**src/rtl/av_master_arbiter_pkg.sv**
```systemverilog
// av_arb_pkg: shared types and constants for the Avalon-MM write master arbiter.
//   arb_state_t     : arbiter FSM state (IDLE, BUSY)
//   AV_ARB_MAX_REQ  : largest supported requester count
//   AV_ARB_IDX_W    : width of requester indices (grant_idx, round-robin pointer)
//   wrap_inc()      : index + 1 modulo the requester count
package av_arb_pkg;

  localparam int AV_ARB_MAX_REQ = 8;
  localparam int AV_ARB_IDX_W   = 3;

  typedef enum logic {
    IDLE = 1'b0,
    BUSY = 1'b1
  } arb_state_t;

  function automatic logic [AV_ARB_IDX_W-1:0] wrap_inc(
    input logic [AV_ARB_IDX_W-1:0] idx,
    input int unsigned             n
  );
    return (idx == AV_ARB_IDX_W'(n - 1)) ? '0 : idx + AV_ARB_IDX_W'(1);
  endfunction

endpackage

```
**src/rtl/av_master_arbiter_pick.sv**
```systemverilog
// rr_priority_pick: combinational round-robin picker.
//   req   in  NUM_REQ       request vector
//   ptr   in  AV_ARB_IDX_W  highest-priority index this round (< NUM_REQ)
//   valid out 1             any request pending
//   idx   out AV_ARB_IDX_W  first requesting index at or after ptr, wrapping
module rr_priority_pick
  import av_arb_pkg::*;
#(
  parameter int NUM_REQ = 2
) (
  input  logic [NUM_REQ-1:0]      req,
  input  logic [AV_ARB_IDX_W-1:0] ptr,
  output logic                    valid,
  output logic [AV_ARB_IDX_W-1:0] idx
);

  localparam logic [AV_ARB_IDX_W:0] NREQ = (AV_ARB_IDX_W+1)'(NUM_REQ);

  logic [2*NUM_REQ-1:0]  dbl;
  logic [NUM_REQ-1:0]    rot;
  logic [AV_ARB_IDX_W:0] sum;

  // Rotate the requests so bit 0 is the ptr position; the lowest set bit of
  // the rotated vector is the winner, offset back by ptr modulo NUM_REQ.
  always_comb begin
    dbl   = {req, req};
    rot   = NUM_REQ'(dbl >> ptr);
    sum   = '0;
    valid = |req;
    for (int k = NUM_REQ - 1; k >= 0; k--) begin
      if (rot[k]) sum = {1'b0, ptr} + (AV_ARB_IDX_W+1)'(k);
    end
    if (sum >= NREQ) sum = sum - NREQ;
    idx = sum[AV_ARB_IDX_W-1:0];
  end

endmodule

```
**src/rtl/av_master_arbiter.sv**
```systemverilog
// av_master_arbiter: round-robin arbiter sharing one Avalon-MM write master
// among NUM_REQ requesters, each seeing a slave-style port with waitrequest.
// Optional watchdog: define AV_ARB_TIMEOUT_EN to abort transfers on a hung slave.
// Ports:
//   sysclk, sysreset_n       clock, synchronous active-low reset
//   req_address/writedata    flat per-requester buses, requester i in slice i
//   req_write                per-requester write request
//   req_waitrequest          per-requester stall (combinational from av_waitrequest)
//   av_address/writedata     registered master address/data (held during transfer)
//   av_write                 registered master write strobe
//   av_waitrequest           slave stall
//   busy                     arbiter in BUSY
//   grant_idx                current or last granted requester
//   timeout_err, timeout_clr sticky watchdog flag and its clear
module av_master_arbiter
  import av_arb_pkg::*;
#(
  parameter int NUM_REQ        = 2,
  parameter int ADDR_WIDTH     = 16,
  parameter int DATA_WIDTH     = 16,
  parameter int TIMEOUT_CYCLES = 255
) (
  input  logic                          sysclk,
  input  logic                          sysreset_n,
  input  logic [NUM_REQ*ADDR_WIDTH-1:0] req_address,
  input  logic [NUM_REQ*DATA_WIDTH-1:0] req_writedata,
  input  logic [NUM_REQ-1:0]            req_write,
  output logic [NUM_REQ-1:0]            req_waitrequest,
  output logic [ADDR_WIDTH-1:0]         av_address,
  output logic [DATA_WIDTH-1:0]         av_writedata,
  output logic                          av_write,
  input  logic                          av_waitrequest,
  output logic                          busy,
  output logic [AV_ARB_IDX_W-1:0]       grant_idx,
  output logic                          timeout_err,
  input  logic                          timeout_clr
);

  logic [NUM_REQ-1:0][ADDR_WIDTH-1:0] addr_v;
  logic [NUM_REQ-1:0][DATA_WIDTH-1:0] data_v;
  assign addr_v = req_address;
  assign data_v = req_writedata;

  arb_state_t                state, state_nxt;
  logic [AV_ARB_IDX_W-1:0]   ptr, win_idx;
  logic                      win_vld, grant, done, abort;
  logic [ADDR_WIDTH-1:0]     sel_addr;
  logic [DATA_WIDTH-1:0]     sel_data;

  rr_priority_pick #(.NUM_REQ(NUM_REQ)) u_pick (
    .req   (req_write),
    .ptr   (ptr),
    .valid (win_vld),
    .idx   (win_idx)
  );

  assign grant = (state == IDLE) && win_vld;
  assign done  = (state == BUSY) && av_write && !av_waitrequest;

  always_comb begin
    sel_addr = '0;
    sel_data = '0;
    for (int k = 0; k < NUM_REQ; k++) begin
      if (win_idx == AV_ARB_IDX_W'(k)) begin
        sel_addr = addr_v[k];
        sel_data = data_v[k];
      end
    end
  end

  // FSM
  always_ff @(posedge sysclk) begin
    if (!sysreset_n) state <= IDLE;
    else             state <= state_nxt;
  end

  always_comb begin
    state_nxt = state;
    unique case (state)
      IDLE: if (win_vld)       state_nxt = BUSY;
      BUSY: if (done || abort) state_nxt = IDLE;
    endcase
  end

  // Master port and round-robin pointer. Address/data are only loaded on a
  // grant, so they stay frozen even if the requester changes its inputs.
  always_ff @(posedge sysclk) begin
    if (!sysreset_n) begin
      av_address   <= '0;
      av_writedata <= '0;
      av_write     <= 1'b0;
      grant_idx    <= '0;
      ptr          <= '0;
    end else if (grant) begin
      av_address   <= sel_addr;
      av_writedata <= sel_data;
      av_write     <= 1'b1;
      grant_idx    <= win_idx;
    end else if (done || abort) begin
      av_write     <= 1'b0;
      ptr          <= wrap_inc(grant_idx, NUM_REQ);
    end
  end

  assign busy = (state == BUSY);

  // The granted requester is released in the cycle the slave accepts, or in
  // the watchdog abort cycle so it does not stay blocked on a dead slave.
  for (genvar i = 0; i < NUM_REQ; i++) begin : g_wr
    assign req_waitrequest[i] = req_write[i] &
      ~(busy & (grant_idx == AV_ARB_IDX_W'(i)) & (~av_waitrequest | abort));
  end

`ifdef AV_ARB_TIMEOUT_EN
  localparam int TO_W = ($clog2(TIMEOUT_CYCLES + 1) > 8) ? $clog2(TIMEOUT_CYCLES + 1) : 8;
  localparam logic [TO_W-1:0] TO_LAST = TO_W'(TIMEOUT_CYCLES - 1);

  logic [TO_W-1:0] to_cnt;
  logic            to_err_q;

  // to_cnt counts stalled BUSY cycles already seen; the cycle that would make
  // it reach TIMEOUT_CYCLES is the abort cycle.
  assign abort = (state == BUSY) && av_waitrequest && (to_cnt == TO_LAST);

  always_ff @(posedge sysclk) begin
    if (!sysreset_n)                             to_cnt <= '0;
    else if (grant)                              to_cnt <= '0;
    else if ((state == BUSY) && av_waitrequest)  to_cnt <= to_cnt + TO_W'(1);
  end

  // Set has priority over clear on the same edge.
  always_ff @(posedge sysclk) begin
    if (!sysreset_n)      to_err_q <= 1'b0;
    else if (abort)       to_err_q <= 1'b1;
    else if (timeout_clr) to_err_q <= 1'b0;
  end

  assign timeout_err = to_err_q;
`else
  logic unused_to;
  assign unused_to   = timeout_clr | (TIMEOUT_CYCLES == 0);
  assign abort       = 1'b0;
  assign timeout_err = 1'b0;
`endif

endmodule

```
**config.mk**
```make
export PLATFORM = sky130hd
export DESIGN_NAME = av_master_arbiter
export DESIGN_NICKNAME = d
export VERILOG_FILES = /design/src/rtl/av_master_arbiter_pkg.sv /design/src/rtl/av_master_arbiter_pick.sv /design/src/rtl/av_master_arbiter.sv
export SDC_FILE = /design/constraint.sdc
export NUM_CORES = 1
export LEC_CHECK = 0
export ABC_AREA = 0
export CORE_UTILIZATION = 38
export DETAILED_ROUTE_END_ITERATION = 10
export HOLD_SLACK_MARGIN = 0.02
export MAX_ROUTING_LAYER = met4
export PLACE_DENSITY = 0.8
export SLEW_MARGIN = 10
export SYNTH_ARGS = -nofsm -noshare
export SYNTH_HDL_FRONTEND = slang
export SYNTH_SLANG_ARGS = --single-unit
```
**constraint.sdc**
```tcl
create_clock -name sysclk -period 2.1 [get_ports sysclk]
set_input_delay 0.42 -clock sysclk [delete_from_list [all_inputs] [get_ports sysclk]]
set_output_delay 0.42 -clock sysclk [all_outputs]
set_load 0.03 [all_outputs]
```
==> results by group <==
Status
  • Outcome: completed

Timing
  • Highest Clock Rate: 0.483 GHz
  • RSZ-0062 raised after global routing: false
  • Endpoints failing hold: 0
  • Min Tclk post-route: 2070 ps
  • Final Max Tran Viols: 0
  • Tcrit/Tclk final: 0.986
  • Final setup fails: 0
  • Setup Skew: 4.34 ps
  • WHS: 505 ps

Setup path
  • Register-to-Register Path Depth: 6
  • Reg2Reg Launch Point: ptr[0]
  • CP arrival: 1650 ps
  • CP startpoint kind: primary input
  • Reg2Reg Capture Point: av_writedata[0]
  • Req. time, crit path: 1680 ps
  • Crit Path Max Fanout: 2
  • Worst reg2reg setup slack: 410 ps
  • Setup CP Type: primary input to output pin
  • CP endpoint kind: output pin

Die
  • Die area: 5370 µm²
  • Die Width: 73.3 µm
  • Die Height: 73.3 µm
  • Core area: 4820 µm²
  • I/O pins: 110
  • Starting Density: 0.401
  • # rows: 25

Drt
  • Wirelength per Cell: 14.5 µm
  • Final ANT Viol Nets: 0
  • First-pass DRT Iterations: 4
  • Vias per cell: 5.21
  • Via count: 1964
  • WL final: 5460 µm
  • # DRC: 0
  • Initial DRC count: 76

CTS
  • Cts repair resizes: 1
  • Root buf cell: clkbuf_8
  • Num Clock Sinks: 40
  • Hold-fix buffers at CTS: 0
  • Clk pin slew, worst setup/hold paths: 70 ps
  • H-tree depth: 2
  • TritonCTS Buffers: 5
  • Clock tree buffer depth: 2
  • CTS tree: yes
  • Post-CTS Repair Setup Buffers: 0
  • Worst-Skew Late Latency: 290 ps

Global routing
  • Pin count of the biggest net entering global routing: 41
  • Met3 usage: 0.0562
  • GRT overflow: 0
  • Antenna violations before repair: 0
  • Grt met1 use: 0.276
  • Gr usage total: 0.228
  • Vias in the first global route: 1946
  • First-pass GRT wire length: 9110 µm
  • Busiest grt layer: met2
  • Met2 usage: 0.367

Logic synthesis
  • Synthesized area: 1930 µm²
  • Synth async-reset ratio: 0
  • Syn_area_per_cell: 9.79 µm²
  • Synth unique cells: 32
  • Sequential area share after synthesis: 0.415
  • Main synth FF type: dfxtp_1
  • Seq cells post-synth: 40
  • Syn nets: 268
  • Number of synthesized flops with an enable pin: 0
  • Synth warn: 0
  • Synth Instances: 197

Pwr
  • Pwr/cell area: 659 nW/µm²
  • Max IR drop VDD: 0.000327 V
  • LEAKAGE: 1.23 nW

Final layout
  • Nets: 380
  • Antenna Cells: 0
  • Reg area: 801 µm²
  • Area Growth Syn to Fin: 69.2%
  • # fillers: 423
  • Multi-input gate area: 1020 µm²
  • Final Non-Filler Cells: 377
  • Share of layout cells above drive strength 1: 0.174

Min path
  • WHS Path Cells: 2
  • Critical hold path startpoint: av_write
  • Hold Path Sink: av_write
  • HP Class: flop to flop

Placement
  • Port buffer count: 107
  • Routability Congestion: 0.803
  • HPWL after DPL: 3840 µm
  • DP Cell Count: 369

Flow run
  • Max-Cap Viols: 0
[logic make-up after synthesis]
group / after synthesis / share of synthesized area
xor gates and xnor gates: 1 / 0.00454
adders and majority gates: 1 / 0.00648
DFF: 40 / 0.415
and+or+nand+nor: 56 / 0.130
buffers and inverters: 20 / 0.0623
other: 1 / 0.00194
AOI/OAI and AO/OA: 78 / 0.380
[sequential cells by signal, summed over array words and instances (netlist names)]
register / count
av_address: 16
av_write: 1
av_writedata: 16
busy: 1
grant_idx: 3
ptr: 3
[placed cells by master, fill, tap and decap left out, types with 2 or more instances in the layout]
| cell | synthesis | final |
|---|---|---|
| clkdlybuf4s50_1 | 0 | 105 |
| dfxtp_1 | 40 | 40 |
| nor2_1 | 38 | 37 |
| o21ai_0 | 33 | 33 |
| a221oi_2 | 27 | 27 |
| buf_4 | 5 | 11 |
| clkbuf_8 | 0 | 6 |
| buf_12 | 0 | 6 |
| nand2_1 | 5 | 5 |
| a221oi_1 | 5 | 5 |
| a21boi_0 | 4 | 4 |
| nand2b_1 | 3 | 3 |
| o211a_1 | 4 | 3 |
| inv_1 | 2 | 2 |
| clkbuf_1 | 7 | 2 |
[layout make-up]
| class | instances | area share |
|---|---|---|
| clock buffers | 8 | 0.0276 |
| inverters | 2 | 0.00230 |
| multi-input cells | 137 | 0.312 |
| flip-flops and latches | 40 | 0.245 |
| well taps | 67 | 0.0257 |
| repair buffers | 123 | 0.387 |
[cell usage after synthesis, drive strengths merged (2+ instances only)]
library cell | number | area [µm²]
o211a | 4 | 40.0
o21ai | 33 | 165
nand2b | 3 | 18.8
a21boi | 4 | 30.0
nand2 | 5 | 18.8
nor2 | 38 | 143
inv | 2 | 7.51
a221oi | 32 | 449
clkbuf | 7 | 26.3
buf | 11 | 86.3
dfxtp | 40 | 801
[critical path, cell delays in order]
cell and delay, ps:
clkdlybuf4s50_1 410, nand2b_1 160, o41a_1 310, dlygate4sd2_1 360
[how the worst max path moves through the flow]
stage                         startpoint                 end  slack (ps)  cells past startpoint
after floorplan             grant_idx[1]  req_waitrequest[1]         280                      2
after global placement    av_waitrequest  req_waitrequest[0]        -210                      4
after detailed placement  av_waitrequest  req_waitrequest[0]        -200                      4
after CTS                 av_waitrequest  req_waitrequest[0]          20                      4
after global routing      av_waitrequest  req_waitrequest[0]           4                      4
final                     av_waitrequest  req_waitrequest[0]          30                      4
[per-layer routing]
layer / share of wire / vias up
met2: 0.48 / 76
li1: - / 962
met4: 0.012 / 0
met1: 0.44 / 918
met5: 0 / -
met3: 0.064 / 8
[report_power, final]
group,leakage [nW],internal [mW],switching [mW]
clock network,0.0455,0.268,0.254
logic,0.855,0.376,0.383
registers,0.331,0.833,0.0367
[metrics by stage]
step | utilization | cell area, µm² | setup slack (ps) | TNS (ps) | power (mW)
global route | 0.678 | 3260 | 3.60 | 0 | 2.26
CTS | 0.678 | 3260 | 24.5 | 0 | 2.17
floorplan | - | 1930 | 280 | 0 | 1.27
global placement | 0.659 | 3180 | -208 | -208 | 1.64
finish | 0.678 | 3260 | 29.5 | 0 | 2.15
detailed placement | 0.659 | 3180 | -200 | -205 | 1.65
Power figures use the tool's default switching activity.
